===== src/rtl/expr_stream_gen_if.sv =====
// Request and character-stream bundle for the expression stream generator.
// The master side is the generator itself.
interface expr_stream_gen_if #(parameter int MAX_TERMS = 4);
  logic                   start;
  logic [3:0]             num_terms;
  logic [4*MAX_TERMS-1:0] digits;
  logic [MAX_TERMS-2:0]   ops;
  logic [7:0]             out_char;
  logic                   out_valid;
  logic                   out_ready;
  logic                   busy;
  logic                   done;
  logic                   err;

  modport master (
    input  start, num_terms, digits, ops, out_ready,
    output out_char, out_valid, busy, done, err
  );

  modport slave (
    output start, num_terms, digits, ops, out_ready,
    input  out_char, out_valid, busy, done, err
  );
endinterface


===== src/rtl/expr_stream_gen.sv =====
// Serialises a latched request of N BCD operands and N-1 operators into an
// ASCII "d0 op0 d1 ... d(N-1)" stream over a valid/ready byte interface.
module expr_stream_gen #(
  parameter int MAX_TERMS = 4
) (
  input  logic             clk,
  input  logic             clr,
  expr_stream_gen_if.master bus
);
  typedef enum logic [1:0] {IDLE, DIGIT, OP, FIN} state_t;

  // Operands and ops are zero-padded to the 4-bit index range so a 4-bit
  // index selects exactly without width juggling.
  typedef struct packed {
    logic [3:0]  n;
    logic [63:0] digits;
    logic [15:0] ops;
  } req_t;

  state_t      state;
  req_t        req;
  logic [3:0]  idx;
  logic [7:0]  out_char;
  logic        out_valid, busy, done, err;
  logic        bad;
  logic [63:0] in_digits;

  assign in_digits = 64'(bus.digits);

  // Only operands inside the requested count take part in the range check.
  always_comb begin
    bad = (bus.num_terms == 4'd0) || (int'(bus.num_terms) > MAX_TERMS);
    for (int i = 0; i < MAX_TERMS; i++)
      if (i < int'(bus.num_terms) && in_digits[4*i +: 4] > 4'd9) bad = 1'b1;
  end

  function automatic logic [7:0] dchar(logic [63:0] d, logic [3:0] k);
    return 8'h30 + {4'h0, d[{k, 2'b00} +: 4]};
  endfunction

  always_ff @(posedge clk or posedge clr) begin
    if (clr) begin
      state     <= IDLE;
      req       <= '0;
      idx       <= '0;
      out_char  <= '0;
      out_valid <= 1'b0;
      busy      <= 1'b0;
      done      <= 1'b0;
      err       <= 1'b0;
    end else begin
      done <= 1'b0;
      err  <= 1'b0;
      case (state)
        IDLE: if (bus.start) begin
          if (bad) err <= 1'b1;
          else begin
            req       <= '{n: bus.num_terms, digits: in_digits, ops: 16'(bus.ops)};
            idx       <= '0;
            out_char  <= dchar(in_digits, 4'd0);
            out_valid <= 1'b1;
            busy      <= 1'b1;
            state     <= DIGIT;
          end
        end
        DIGIT: if (bus.out_ready) begin
          if (idx == req.n - 4'd1) begin
            out_char  <= '0;
            out_valid <= 1'b0;
            done      <= 1'b1;
            state     <= FIN;
          end else begin
            out_char <= req.ops[idx] ? 8'h2A : 8'h2B;
            state    <= OP;
          end
        end
        OP: if (bus.out_ready) begin
          idx      <= idx + 4'd1;
          out_char <= dchar(req.digits, idx + 4'd1);
          state    <= DIGIT;
        end
        FIN: begin
          busy  <= 1'b0;
          state <= IDLE;
        end
        default: state <= IDLE;
      endcase
    end
  end

  assign bus.out_char  = out_char;
  assign bus.out_valid = out_valid;
  assign bus.busy      = busy;
  assign bus.done      = done;
  assign bus.err       = err;
endmodule


===== src/flat_wrapper.sv =====
// flat-port wrapper written by rule: the top's interface ports become plain ports
module expr_stream_gen_flat 
#(
  parameter int MAX_TERMS = 4
)
  (clk, clr, bus_start, bus_num_terms, bus_digits, bus_ops, bus_out_ready, bus_out_char, bus_out_valid, bus_busy, bus_done, bus_err);
  expr_stream_gen_if #(.MAX_TERMS(MAX_TERMS)) bus_i ();
  input  logic clk;
  input  logic clr;
  input wire logic [$bits(bus_i.start)-1:0] bus_start;
  input wire logic [$bits(bus_i.num_terms)-1:0] bus_num_terms;
  input wire logic [$bits(bus_i.digits)-1:0] bus_digits;
  input wire logic [$bits(bus_i.ops)-1:0] bus_ops;
  input wire logic [$bits(bus_i.out_ready)-1:0] bus_out_ready;
  output wire logic [$bits(bus_i.out_char)-1:0] bus_out_char;
  output wire logic [$bits(bus_i.out_valid)-1:0] bus_out_valid;
  output wire logic [$bits(bus_i.busy)-1:0] bus_busy;
  output wire logic [$bits(bus_i.done)-1:0] bus_done;
  output wire logic [$bits(bus_i.err)-1:0] bus_err;
  assign bus_i.start = bus_start;
  assign bus_i.num_terms = bus_num_terms;
  assign bus_i.digits = bus_digits;
  assign bus_i.ops = bus_ops;
  assign bus_i.out_ready = bus_out_ready;
  assign bus_out_char = bus_i.out_char;
  assign bus_out_valid = bus_i.out_valid;
  assign bus_busy = bus_i.busy;
  assign bus_done = bus_i.done;
  assign bus_err = bus_i.err;
  expr_stream_gen #(.MAX_TERMS(MAX_TERMS)) u_core (.clk(clk), .clr(clr), .bus(bus_i));
endmodule

===== config.mk =====
export PLATFORM = sky130hd
export DESIGN_NAME = expr_stream_gen_flat
export DESIGN_NICKNAME = d
export VERILOG_FILES = /design/src/rtl/expr_stream_gen_if.sv /design/src/rtl/expr_stream_gen.sv /design/src/flat_wrapper.sv
export SDC_FILE = /design/constraint.sdc
export NUM_CORES = 1
export LEC_CHECK = 0
export CAP_MARGIN = 15
export CORE_AREA = 2 2 69 71
export CTS_CLUSTER_DIAMETER = 120
export DETAILED_ROUTE_END_ITERATION = 12
export DIE_AREA = 0 0 71 73
export PLACE_DENSITY = 0.75
export SLEW_MARGIN = 20
export SYNTH_ARGS = -nofsm -noshare
export SYNTH_HDL_FRONTEND = slang
export SYNTH_SLANG_ARGS = --single-unit

===== constraint.sdc =====
create_clock -name clk -period 2 [get_ports clk]
set_input_delay 0.2 -clock clk [delete_from_list [all_inputs] [get_ports clk]]
set_output_delay 0.2 -clock clk [all_outputs]
set_load 0.01 [all_outputs]

* After elaboration in Yosys (flattened, before gate mapping)
Index checks and enable logic that the tools add are counted.
** Storage, ports and cells
- Register bits after elaboration :: 41
- Bits of input ports :: 27
- Output and inout bits :: 12
** Operators by class
- Reduce and logical (&&, ||, !) cells :: 17
- Mux-type cells :: 35
- $lt $le $gt $ge :: 10
- Bitwise logic cells :: 1
- Equal/unequal tests :: 9
- $add $sub $neg :: 4
- Shifts and indexed selects :: 1
** Operators by type and width (count)
- 64-bit by 7-bit indexed part select with 4-bit output :: 1
- 8-bit two-way mux :: 5
- 8-bit case mux with 3 select lines :: 1
- 1-bit two-way mux :: 17
- 4-bit > comparator, second input constant :: 4
- 6-bit by 4-bit adder with 7-bit output, first input constant :: 2
- 4-bit two-way mux :: 3
- 5-bit AND reduction :: 2
- 1-bit by 4-bit < comparator with 1-bit output, first input constant :: 2
- 2-bit by 4-bit < comparator with 1-bit output, first input constant :: 2
- 2-bit two-way mux :: 4
- 2-bit inequality test, second input constant :: 4
- 2-bit case mux with 4 select lines :: 1
- 4-bit case mux with 2 select lines :: 1
- 4-bit AND reduction :: 2
- 3-bit AND reduction :: 2
- 2-bit nonzero test :: 3
- 4-bit by 5-bit < comparator with 1-bit output, second input constant :: 1
- 4-bit by 1-bit adder with 4-bit output, second input constant :: 1
- 1-bit binary-select mux with 4-bit select :: 1
- 2-bit == test, second input constant :: 2
- 4-bit == test :: 1
- 4-bit by 3-bit > comparator with 1-bit output, second input constant :: 1
- 1-bit logical AND :: 4
- other kinds (9) :: 10

* Longest topological paths before layout
Gate-level depths: netlist of run 1.
- Word-level depth :: 9
- Mapped depth :: 8

* Worst setup path before layout of run 1
No wires, ideal clock.
- Kind :: reg-to-reg
- Start :: register u_core.idx[0]
- End :: register u_core.out_char[2], in the netlist u_core.bus.out_char[2]
- Setup slack :: 0.157 ns
- Cell stages (with the launch flop) :: 6
- Data required time :: 1.875 ns
- Clock period less this slack :: 1.843 ns
- Arrival :: 1.718 ns
- Cell sequence :: dfrtp_1 > ha_1 > mux4_2 > nand2_1 > o22ai_1 > mux2_2
** Between the ends
- Word-level cells in the longest chain between the ends :: 5
** Ends and longest elaborated chain
- start: declaration :: line expr_stream_gen.sv:22 : logic [3:0] idx;
- start signal: assignment :: line expr_stream_gen.sv:78 : idx <= idx + 4'd1;
- 4-bit by 1-bit adder with 4-bit output :: line expr_stream_gen.sv:79 : out_char <= dchar(req.digits, idx + 4'd1);
- 64-bit by 7-bit indexed part select with 4-bit output :: line expr_stream_gen.sv:38 : return 8'h30 + {4'h0, d[{k, 2'b00} +: 4]};
- 6-bit by 4-bit adder with 7-bit output :: line expr_stream_gen.sv:38
- 8-bit two-way mux :: line expr_stream_gen.sv:77 : OP: if (bus.out_ready) begin
- 8-bit case mux with 3 select lines :: line expr_stream_gen.sv:54 : case (state)
- end signal: assignment :: line expr_stream_gen.sv:60 : out_char <= dchar(in_digits, 4'd0);
- end signal: assignment :: line expr_stream_gen.sv:73 : out_char <= req.ops[idx] ? 8'h2A : 8'h2B;
- end signal: assignment :: line expr_stream_gen.sv:79
- end: declaration :: line expr_stream_gen.sv:23 : logic [7:0] out_char;
Every way passes these cells. The select of a mux whose other input is x is not followed.
A chain may end at the register's enable or synchronous reset.

* Worst setup path after layout of run 1
- Start :: register u_core.idx[1]
- End :: register u_core.out_char[2], in the netlist u_core.bus.out_char[2]
The elaborated chain is that of the path after synthesis.

==> metrics.txt, run 1 <==
Synth area leaders dfrtp_1 45%, mux2_2 11%, mux4_2 4.2%; CP arrival 2070 ps; Final Hold Violating Endpoints 0; Detailed Route WL 4.33 mm; met3 WL 217 um; Clock Skews 7.65 ps; Top FF cell, synth dfrtp_1; total gr overflow 0; post-synth top area cell dfrtp_1; pwr/cell area 1370 mW/mm^2; Top Metal Used met4; DRT iter0 DRCs 67; HP Class in -> async; initial antenna violation count 0; worst reg2reg path endpoint u_core.bus.out_char[2]; Max Buffers Root-to-Sink 2; startpoint types flip-flop; fmax 531 MHz; H-tree depth 2; Syn Area/Cell 11.2 sq um; post-synthesis sequential area ratio 45.1%; Mapped Area 0.00216 sq mm; vias per cell 5.29; Initial Util 47.7%; DR pass1 iterations 4; Root Buffer Master clkbuf_8; CTS tree yes; cell depth of the worst setup path 5; Seq cells post-synth 39; first-pass GRT wire length 6.98 mm; clock sinks 39; worst r2r path cells 5; PnR worst setup slack 118 ps; maximum vdd drop 0.551 mV; critical-path cell list ha_2 -> mux4_2 -> nand2_1 -> o22ai_1 -> mux2_2; top cells by count, synth 39 x dfrtp_1, 22 x mux2_2, 17 x inv_1; WL/cell 14.3 um; Post-CTS Setup Bufs 0; worst skew pair latency 290 ps; Max-Cap Viols 0; CTS clk-pin slew, worst paths 70 ps; crit path max fanout 5; # IOs 39; Yosys cell types 47; Nets 282; ANT nets after route 0; cts bufs inserted 5; Final Critical Period 1880 ps; number of synthesized flops with an enable pin 0; Worst Setup Path Type reg -> reg; I/O Buffers 36; CP delay by family, top multiplexers; Site Rows 25; WL met2 2.08 mm; most frequent cell after synthesis dfrtp_1; Inst Count DP 295; R2R Path Start u_core.idx[1]; crit path max-delay cell type mux4_2; Reg2Reg Setup Slack 120 ps; share of layout cells above drive strength 1 25.0%; n_diodes 0; final setup vio count 0; WL met1 1.97 mm; WP buf/inv 0; status finished, final reports clean; Post-Layout Cell Count 302; yosys warns 0; drt drc 0; largest net degree at the start of global routing 40; Pins Over Slew Limit 0; half-perimeter wire length after placement 3.32 mm; RSZ-0062 raised after global routing no; die width 71 um; Synth async-reset ratio 100%; CTS hold repair buffers 0; Vias 1,599; Final GP Congestion 0.833; DIE HEIGHT 73 um; Core ar. 0.00454 sq mm; fillers 375; post-CTS resize count 0; Largest stage delay, worst path 540 ps; full die area 0.00518 sq mm; pre-CTS setup slack -105 ps; Final Cycle Share 94.1%; GRT Overall Usage 17.9%; Post-Synthesis Cells 193; Pleak 0.00131 uW; vias in the first global route 1,499; CP endpoint kind flip-flop; Yosys top cell area share 45.1%; end point of the critical path u_core.bus.out_char[2]; Critical Path Start u_core.idx[1]; CP required 2180 ps; Area Growth Syn to Fin 28.5%
[worst min path at each step]
| stage | startpoint | endpoint | slack [ps] | cells after the start |
|---|---|---|---|---|
| 6_report | clr | u_core.req[20] | 310 | 3 |
| 4_1_cts | clr | u_core.bus.out_char[1] | 330 | 3 |
| 3_3_place_gp | u_core.bus.out_char[0] | u_core.bus.out_char[0] | 480 | 1 |
| 2_1_floorplan | bus_num_terms[0] | u_core.req[80] | 320 | 2 |
| 5_1_grt | clr | u_core.req[20] | 390 | 3 |
| 3_5_place_dp | u_core.bus.out_char[0] | u_core.bus.out_char[0] | 490 | 1 |
[tightest hold or removal path, delay by kind of cell]
family                 cells  cell delay [ps]
buffers and inverters      3              850
[layer usage]
| metal | up-vias | track usage (%) |
|---|---|---|
| met4 | 0 | 7.55 |
| li1 | 784 | - |
| met2 | 55 | 28.7 |
| met5 | - | 0 |
| met1 | 754 | 23.3 |
| met3 | 6 | 4.56 |
[cell type report]
cell class                      instances  area, sq um  share of cell area, %
Clock buffer                            6         72.6                   2.61
Clock inverter                          1         30.0                   1.08
Inverter                               17         63.8                   2.30
Multi-Input combinational cell        126         1020                   36.9
Sequential cell                        39          976                   35.1
Tap cell                               54         67.6                   2.43
Timing Repair Buffer                   59          546                   19.6
[metrics by stage]
| stage | total power (uW) | instance area [sq um] | TNS, ps | hold WS, ps | util (%) |
|---|---|---|---|---|---|
| floorplan | 2570 | 2170 | 0 | 317 | - |
| global placement | 3140 | 2680 | -2180 | 481 | 59.0 |
| detailed placement | 3200 | 2680 | -2330 | 491 | 59.0 |
| CTS | 3840 | 2780 | 0 | 331 | 61.2 |
| global route | 4110 | 2780 | 0 | 394 | 61.3 |
| finish | 3810 | 2780 | 0 | 309 | 61.3 |
[report_power, final]
part | switching, uW | internal (uW)
combinational | 882 | 991
clock | 261 | 365
sequential | 199 | 1110
[cell families (layout without fill, tap and decap cells)]
family          count (synthesis)  in the layout  share of synthesized area [%]
mux                            31             31                           17.9
fa+ha+maj                       7              7                           4.05
other cells                     1              2                          0.173
compound gates                 37             37                           12.3
xor+xnor                        7              7                           2.83
simple gates                   42             42                           9.77
buf+inv                        29             83                           7.81
flops                          39             39                           45.1
[state kept, by name, indices dropped and copies added, names as in the netlist]
signal and cells:
u_core.bus.busy 1, u_core.bus.err 1, u_core.state 2, u_core.bus.out_char 6
u_core.bus.done 1, u_core.bus.out_valid 1, u_core.req 23, u_core.idx 4
[layout by cell type, fill, tap and decap left out, types with 2 or more instances in the layout]
| cell type | synthesis | routed |
|---|---|---|
| dfrtp_1 | 39 | 39 |
| clkdlybuf4s50_1 | 0 | 36 |
| mux2_2 | 22 | 22 |
| buf_4 | 3 | 22 |
| inv_1 | 17 | 17 |
| nor2_1 | 13 | 13 |
| o21ai_0 | 10 | 10 |
| nand2_1 | 8 | 8 |
| ha_1 | 7 | 6 |
| xnor2_1 | 5 | 5 |
| nor3_1 | 5 | 5 |
| mux2i_1 | 5 | 5 |
| clkbuf_8 | 0 | 5 |
| a21oi_1 | 4 | 4 |
| mux4_2 | 4 | 4 |
| nand3_1 | 3 | 3 |
| a211o_1 | 3 | 3 |
| a31oi_1 | 3 | 3 |
| nand3b_1 | 3 | 3 |
| o22ai_1 | 3 | 3 |
| and2_1 | 2 | 2 |
| xor2_1 | 2 | 2 |
| and3_1 | 2 | 2 |
| conb_1 | 1 | 2 |
No activity file was read; power rests on OpenSTA's default activity.
==> run 2, diff against run 1 <==
--- a/config.mk
+++ b/config.mk
@@ -10,7 +10,8 @@
 export CTS_CLUSTER_DIAMETER = 120
 export DETAILED_ROUTE_END_ITERATION = 12
 export DIE_AREA = 0 0 71 73
-export PLACE_DENSITY = 0.75
+export GPL_TIMING_DRIVEN = 0
+export PLACE_DENSITY = 0.83
 export SLEW_MARGIN = 20
 export SYNTH_ARGS = -nofsm -noshare
 export SYNTH_HDL_FRONTEND = slang
==> metrics.txt, run 2 (synthesis results as in run 1) <==
fmax 511 MHz (-3.9%); Pins Over Slew Limit 0 (unchanged); Top Metal Used met4; WL/cell 15.1 um (+5.6%); startpoint types input port; Vias 1,639 (+2.5%); Area Growth Syn to Fin 28.7%; DIE HEIGHT 73 um (unchanged); Pleak 0.00128 uW (-2.3%); Final Hold Violating Endpoints 0 (unchanged); worst reg2reg path endpoint u_core.bus.out_char[2]; Tot Pwr 3830 uW (+0.60%); Final Cycle Share 97.9% (+3.8 points); Site Rows 25 (unchanged); Post-Layout Cell Count 297 (-1.7%); CP required 2180 ps (about the same); full die area 0.00518 sq mm (unchanged); vias in the first global route 1,556 (+3.8%); Clock Skews 6.19 ps (-1.46 ps); WP buf/inv 3 (+3); Root Buffer Master clkbuf_8; Max-Cap Viols 0 (unchanged); worst r2r path cells 5 (unchanged); combinational power share 52.4% (+3.3 points); total gr overflow 0 (unchanged); WL met1 2.03 mm (+3.2%); pwr/cell area 1380 mW/mm^2 (+0.47%); Clock power frac 13.5% (-2.9 points); R2R Path Start u_core.idx[0]; Largest regs u_core.req x23, u_core.bus.out_char x6, u_core.idx x4; first-pass GRT wire length 7.38 mm (+5.7%); WL met2 2.19 mm (+5.3%); share of layout cells above drive strength 1 25.5% (+0.51 points); Core ar. 0.00454 sq mm (unchanged); CTS tree yes; crit path max fanout 10 (+5); # IOs 39 (unchanged); clock sinks 39 (unchanged); critical-path cell list clkdlybuf4s50_1 -> a211oi_2 -> o2111a_1 -> and4_4 -> buf_12 -> buf_8 -> mux2_2; Detailed Route WL 4.50 mm (+3.9%); Largest stage delay, worst path 480 ps (-60 ps); post-route cell area 0.00278 sq mm (+0.13%); worst hold slack 239 ps (-70.8 ps); top register by number of flip-flops u_core.req; Switch Pwr 1430 uW (+6.3%); status finished, final reports clean; drt drc 0 (unchanged); largest net degree at the start of global routing 21 (-48%); die width 71 um (unchanged); Inst Count DP 284 (-3.7%); max reg flops 23 (unchanged); H-tree depth 2 (unchanged); HP Class in -> async; final setup vio count 0 (unchanged); Internal 2410 uW (-2.5%); Final Critical Period 1960 ps (+76.4 ps); Max Buffers Root-to-Sink 2 (unchanged); CTS clk-pin slew, worst paths 80 ps (about the same); placed inst area 0.00261 sq mm (-2.3%); Final GP Congestion 0.788 (-5.4%); Reg2Reg Setup Slack 100 ps (-20 ps); worst skew pair latency 290 ps (about the same); Worst Setup Path Type in -> reg; most frequent cells in the layout 39 x dfrtp_1, 35 x clkdlybuf4s50_1, 22 x mux2_2; CP endpoint kind flip-flop; Nets 276 (-2.1%); CTS hold repair buffers 0 (unchanged); n_diodes 0 (unchanged); crit path max-delay cell type clkdlybuf4s50_1; Initial Util 47.7% (unchanged); maximum vdd drop 0.756 mV (+37%); initial antenna violation count 0 (unchanged); DR pass1 iterations 4 (unchanged); I/O Buffers 35 (-2.8%); CP delay by family, top buffers and inverters; DRT iter0 DRCs 76 (+13%); Sw Share 37.2% (+2.0 points); GRT Overall Usage 18.3% (+0.40 points); most common cell after layout, fill and taps aside dfrtp_1; CP arrival 2140 ps (+70 ps); vias per cell 5.52 (+4.2%); half-perimeter wire length after placement 3.31 mm (-0.29%); cts bufs inserted 5 (unchanged); met3 WL 217 um (unchanged); ANT nets after route 0 (unchanged); sequential power share 34.1% (-0.3 points)
## run 2: changes by cell type in the layout (fill, tap and decap cells not counted), sizes merged
| cell | delta |
|---|---|
| buf | -8 |
| bufinv | -1 |
| clkbuf | +4 |
| clkdlybuf4s50 | -1 |
| clkinv | +1 |
## run 2: power by group through the flow
stage | Combinational [uW] | Sequential [uW] | Clock, uW
3_5_place_dp | 1790 | 1310 | 0
4_1_cts | 1810 | 1300 | 525
5_1_grt | 2220 | 1350 | 557
2_1_floorplan | 1270 | 1300 | 0
6_report | 2010 | 1310 | 516
3_3_place_gp | 1740 | 1300 | 0
## run 2: through the flow
step | worst slack [ps] | setup TNS [ps] | util (%)
2_1_floorplan | 157 | 0 | -
3_3_place_gp | -297 | -6100 | 57.0
3_5_place_dp | -340 | -7630 | 57.6
4_1_cts | 14.8 | 0 | 59.4
5_1_grt | -16.0 | -36.5 | 61.4
6_report | 41.6 | 0 | 61.4
## run 2: area by class of cell
class,instances,area [sq um]
Multi-Input combinational cell,126,1070
Inverter,17,63.8
Timing Repair Buffer,41,415
Sequential cell,39,976
Clock buffer,7,76.3
Tap cell,54,67.6
Fill cell,349,1750
Clock inverter,1,5.00
Buffer,12,105
## run 2: worst max-delay path by stage
stage | end | slack (ps) | from | depth (start not counted)
CTS | u_core.bus.out_char[5] | 10 | u_core.state[0] | 7
finish | u_core.req[31] | 40 | bus_num_terms[1] | 7
global route | u_core.req[31] | -20 | bus_num_terms[1] | 7
global placement | u_core.req[31] | -300 | bus_digits[1] | 7
detailed placement | u_core.req[31] | -340 | bus_digits[2] | 7
floorplan | u_core.bus.out_char[2] | 160 | u_core.idx[0] | 5
## run 2: what timing repair did
| action | 4_1_cts | 5_1_grt |
|---|---|---|
| setup buffers | 0 | 5 |
| resized for setup | 2 | 9 |
| pin swaps | 0 | 3 |
| setup endpoints to repair | 14 | 17 |
## run 2: layer usage
layer / GRT usage, % / vias up
met1: 25.0 / 804
met5: 0 / -
li1: - / 777
met3: 3.45 / 5
met2: 29.7 / 53
met4: 6.08 / 0
## run 2: worst reg2reg max path: cells and delay by family, from the launching register on
kind | cells | cell delay (ps)
fa+ha+maj | 1 | 360
mux | 2 | 790
flops | 1 | 490
compound gates | 1 | 80
simple gates | 1 | 80
==> run 3, diff against run 2 <==
--- a/config.mk
+++ b/config.mk
@@ -6,12 +6,12 @@
 export NUM_CORES = 1
 export LEC_CHECK = 0
 export CAP_MARGIN = 15
-export CORE_AREA = 2 2 69 71
+export CORE_AREA = 2 2 71 73
 export CTS_CLUSTER_DIAMETER = 120
 export DETAILED_ROUTE_END_ITERATION = 12
-export DIE_AREA = 0 0 71 73
+export DIE_AREA = 0 0 73 75
 export GPL_TIMING_DRIVEN = 0
-export PLACE_DENSITY = 0.83
+export PLACE_DENSITY = 0.82
 export SLEW_MARGIN = 20
 export SYNTH_ARGS = -nofsm -noshare
 export SYNTH_HDL_FRONTEND = slang
==> constraint.sdc (replaced) <==
create_clock -name clk -period 1.6 [get_ports clk]
set_input_delay 0.16 -clock clk [delete_from_list [all_inputs] [get_ports clk]]
set_output_delay 0.16 -clock clk [all_outputs]
set_load 0.01 [all_outputs]
==> metrics.txt, run 3 (synthesis results as in run 1) <==
status finished with violations; failing checks setup timing; fillers 311 (-11%); startpoint types flip-flop; GRT Overall Usage 21.0% (+2.7 points); DRT iter0 DRCs 83 (+9.2%); Root Buffer Master clkbuf_8; R2R Path Start u_core.idx[0]; DIE HEIGHT 75 um (+2.7%); drt drc 0 (unchanged); Final Util 70.2% (+8.8 points); most common cell after layout, fill and taps aside dfrtp_1; Setup TNS -3430 ps (-3430 ps); H-tree depth 2 (unchanged); Area Growth Syn to Fin 51.2%; Reg2Reg Setup Slack -200 ps (-300 ps); Site Rows 25 (unchanged); CP arrival 1990 ps (-150 ps); Max Buffers Root-to-Sink 2 (unchanged); n_diodes 0 (unchanged); CP endpoint kind flip-flop; ANT nets after route 0 (unchanged); clock sinks 39 (unchanged); vias in the first global route 1,710 (+9.9%); worst skew pair latency 300 ps (about the same); Core ar. 0.00466 sq mm (+2.8%); CTS hold repair buffers 0 (unchanged); maximum vdd drop 0.811 mV (+7.3%); initial antenna violation count 0 (unchanged); die width 73 um (+2.8%); worst reg2reg path endpoint u_core.bus.out_char[2]; worst hold slack 204 ps (-34.8 ps); PnR worst setup slack -200 ps (-242 ps); Largest regs u_core.req x23, u_core.bus.out_char x6, u_core.idx x4; Pins Over Slew Limit 0 (unchanged); final setup vio count 32 (+32); CTS clk-pin slew, worst paths 70 ps (about the same); WL/cell 18.2 um (+20%); Worst Setup Path Type reg -> reg; share of layout cells above drive strength 1 43.2% (+18 points); HP Class in -> async; fmax 555 MHz; max reg flops 23 (unchanged); Final Critical Period 1800 ps; Vias 1,821 (+11%); Pleak 0.00150 uW (+17%); Final Hold Violating Endpoints 0 (unchanged); worst r2r path cells 5 (unchanged); Nets 298 (+8.0%); crit path max fanout 4 (-6); I/O Buffers 35 (unchanged); Clock Skews 4.94 ps (-1.25 ps); pwr/cell area 1810 mW/mm^2 (+32%); most frequent cells in the layout 38 x dfrtp_1, 26 x clkdlybuf4s50_1, 22 x buf_4, 22 x mux2_4, 11 x nor2_1; vias per cell 5.73 (+3.8%); CP required 1790 ps (-390 ps); total gr overflow 0 (unchanged); Tot Pwr 5930 uW (+55%); end point of the critical path u_core.bus.out_char[2]; Max-Cap Viols 0 (unchanged); Initial Util 46.4% (-1.3 points); CTS tree yes; DR pass1 iterations 4 (unchanged); full die area 0.00548 sq mm (+5.6%); top register by number of flip-flops u_core.req; Final Cycle Share 113%; Final GP Congestion 0.776 (-1.5%); cts bufs inserted 5 (unchanged); largest net degree at the start of global routing 21 (unchanged); Critical Path Start u_core.idx[0]; half-perimeter wire length after placement 3.51 mm (+6.2%); # IOs 39 (unchanged); Detailed Route WL 5.79 mm (+29%); RSZ-0062 raised after global routing yes; first-pass GRT wire length 8.58 mm (+16%)
-- run 3: final cells by class --
cell class	instances	area (sq um)	area share [%]
multi-input combinational	127	1310	40.0
buffer	10	109	3.33
clock inverter	1	5.00	0.153
timing repair buffer	64	656	20.0
clock buffer	6	82.6	2.52
inverter	17	66.3	2.03
sequential	39	977	29.9
tap	54	67.6	2.07
-- run 3: where the power goes --
part / internal (uW) / switching [uW]
clock network: 338 / 342
registers: 1390 / 315
logic: 1990 / 1550
total: 3730 / 2210
-- run 3: how the worst min path moves through the flow --
stage	from	endpoint	slack, ps	cells after the start
floorplan	bus_num_terms[0]	u_core.req[80]	280	2
global placement	u_core.bus.out_char[0]	u_core.bus.out_char[0]	480	1
detailed placement	bus_out_ready	u_core.state[1]	490	3
CTS	bus_out_ready	u_core.state[1]	190	3
global route	bus_out_ready	u_core.bus.done	210	3
finish	clr	u_core.req[16]	200	2
-- run 3: repair_timing --
| item | 4_1_cts | 5_1_grt |
|---|---|---|
| cloned | 0 | 3 |
| endpoints found under the hold margin | 0 | 0 |
| buffers inserted | 23 | 4 |
| pin swaps | 21 | 9 |
| resized for setup | 53 | 24 |
| setup endpoints to repair | 37 | 33 |
-- run 3: metal layers --
layer,global-route usage [%],vias to the layer above,wire [um]
met2,32.5,77,2890
li1,-,819,-
met5,0,-,0
met1,28.3,910,2400
met3,6.43,15,400
met4,7.20,0,97
-- run 3: per-stage QoR --
step | setup WS [ps] | instance area, sq um | cells
6_report | -200 | 3270 | 318
3_3_place_gp | -673 | 2640 | 283
2_1_floorplan | -130 | 2220 | 194
3_5_place_dp | -726 | 2660 | 284
4_1_cts | -212 | 3110 | 314
5_1_grt | -294 | 3270 | 318
-- run 3: critical path, stage by stage (launching register included) --
cell and delay, ps:
dfrtp_2 430, ha_4 320, mux4_2 530, nand2_2 80
o22ai_2 60, mux2_4 270
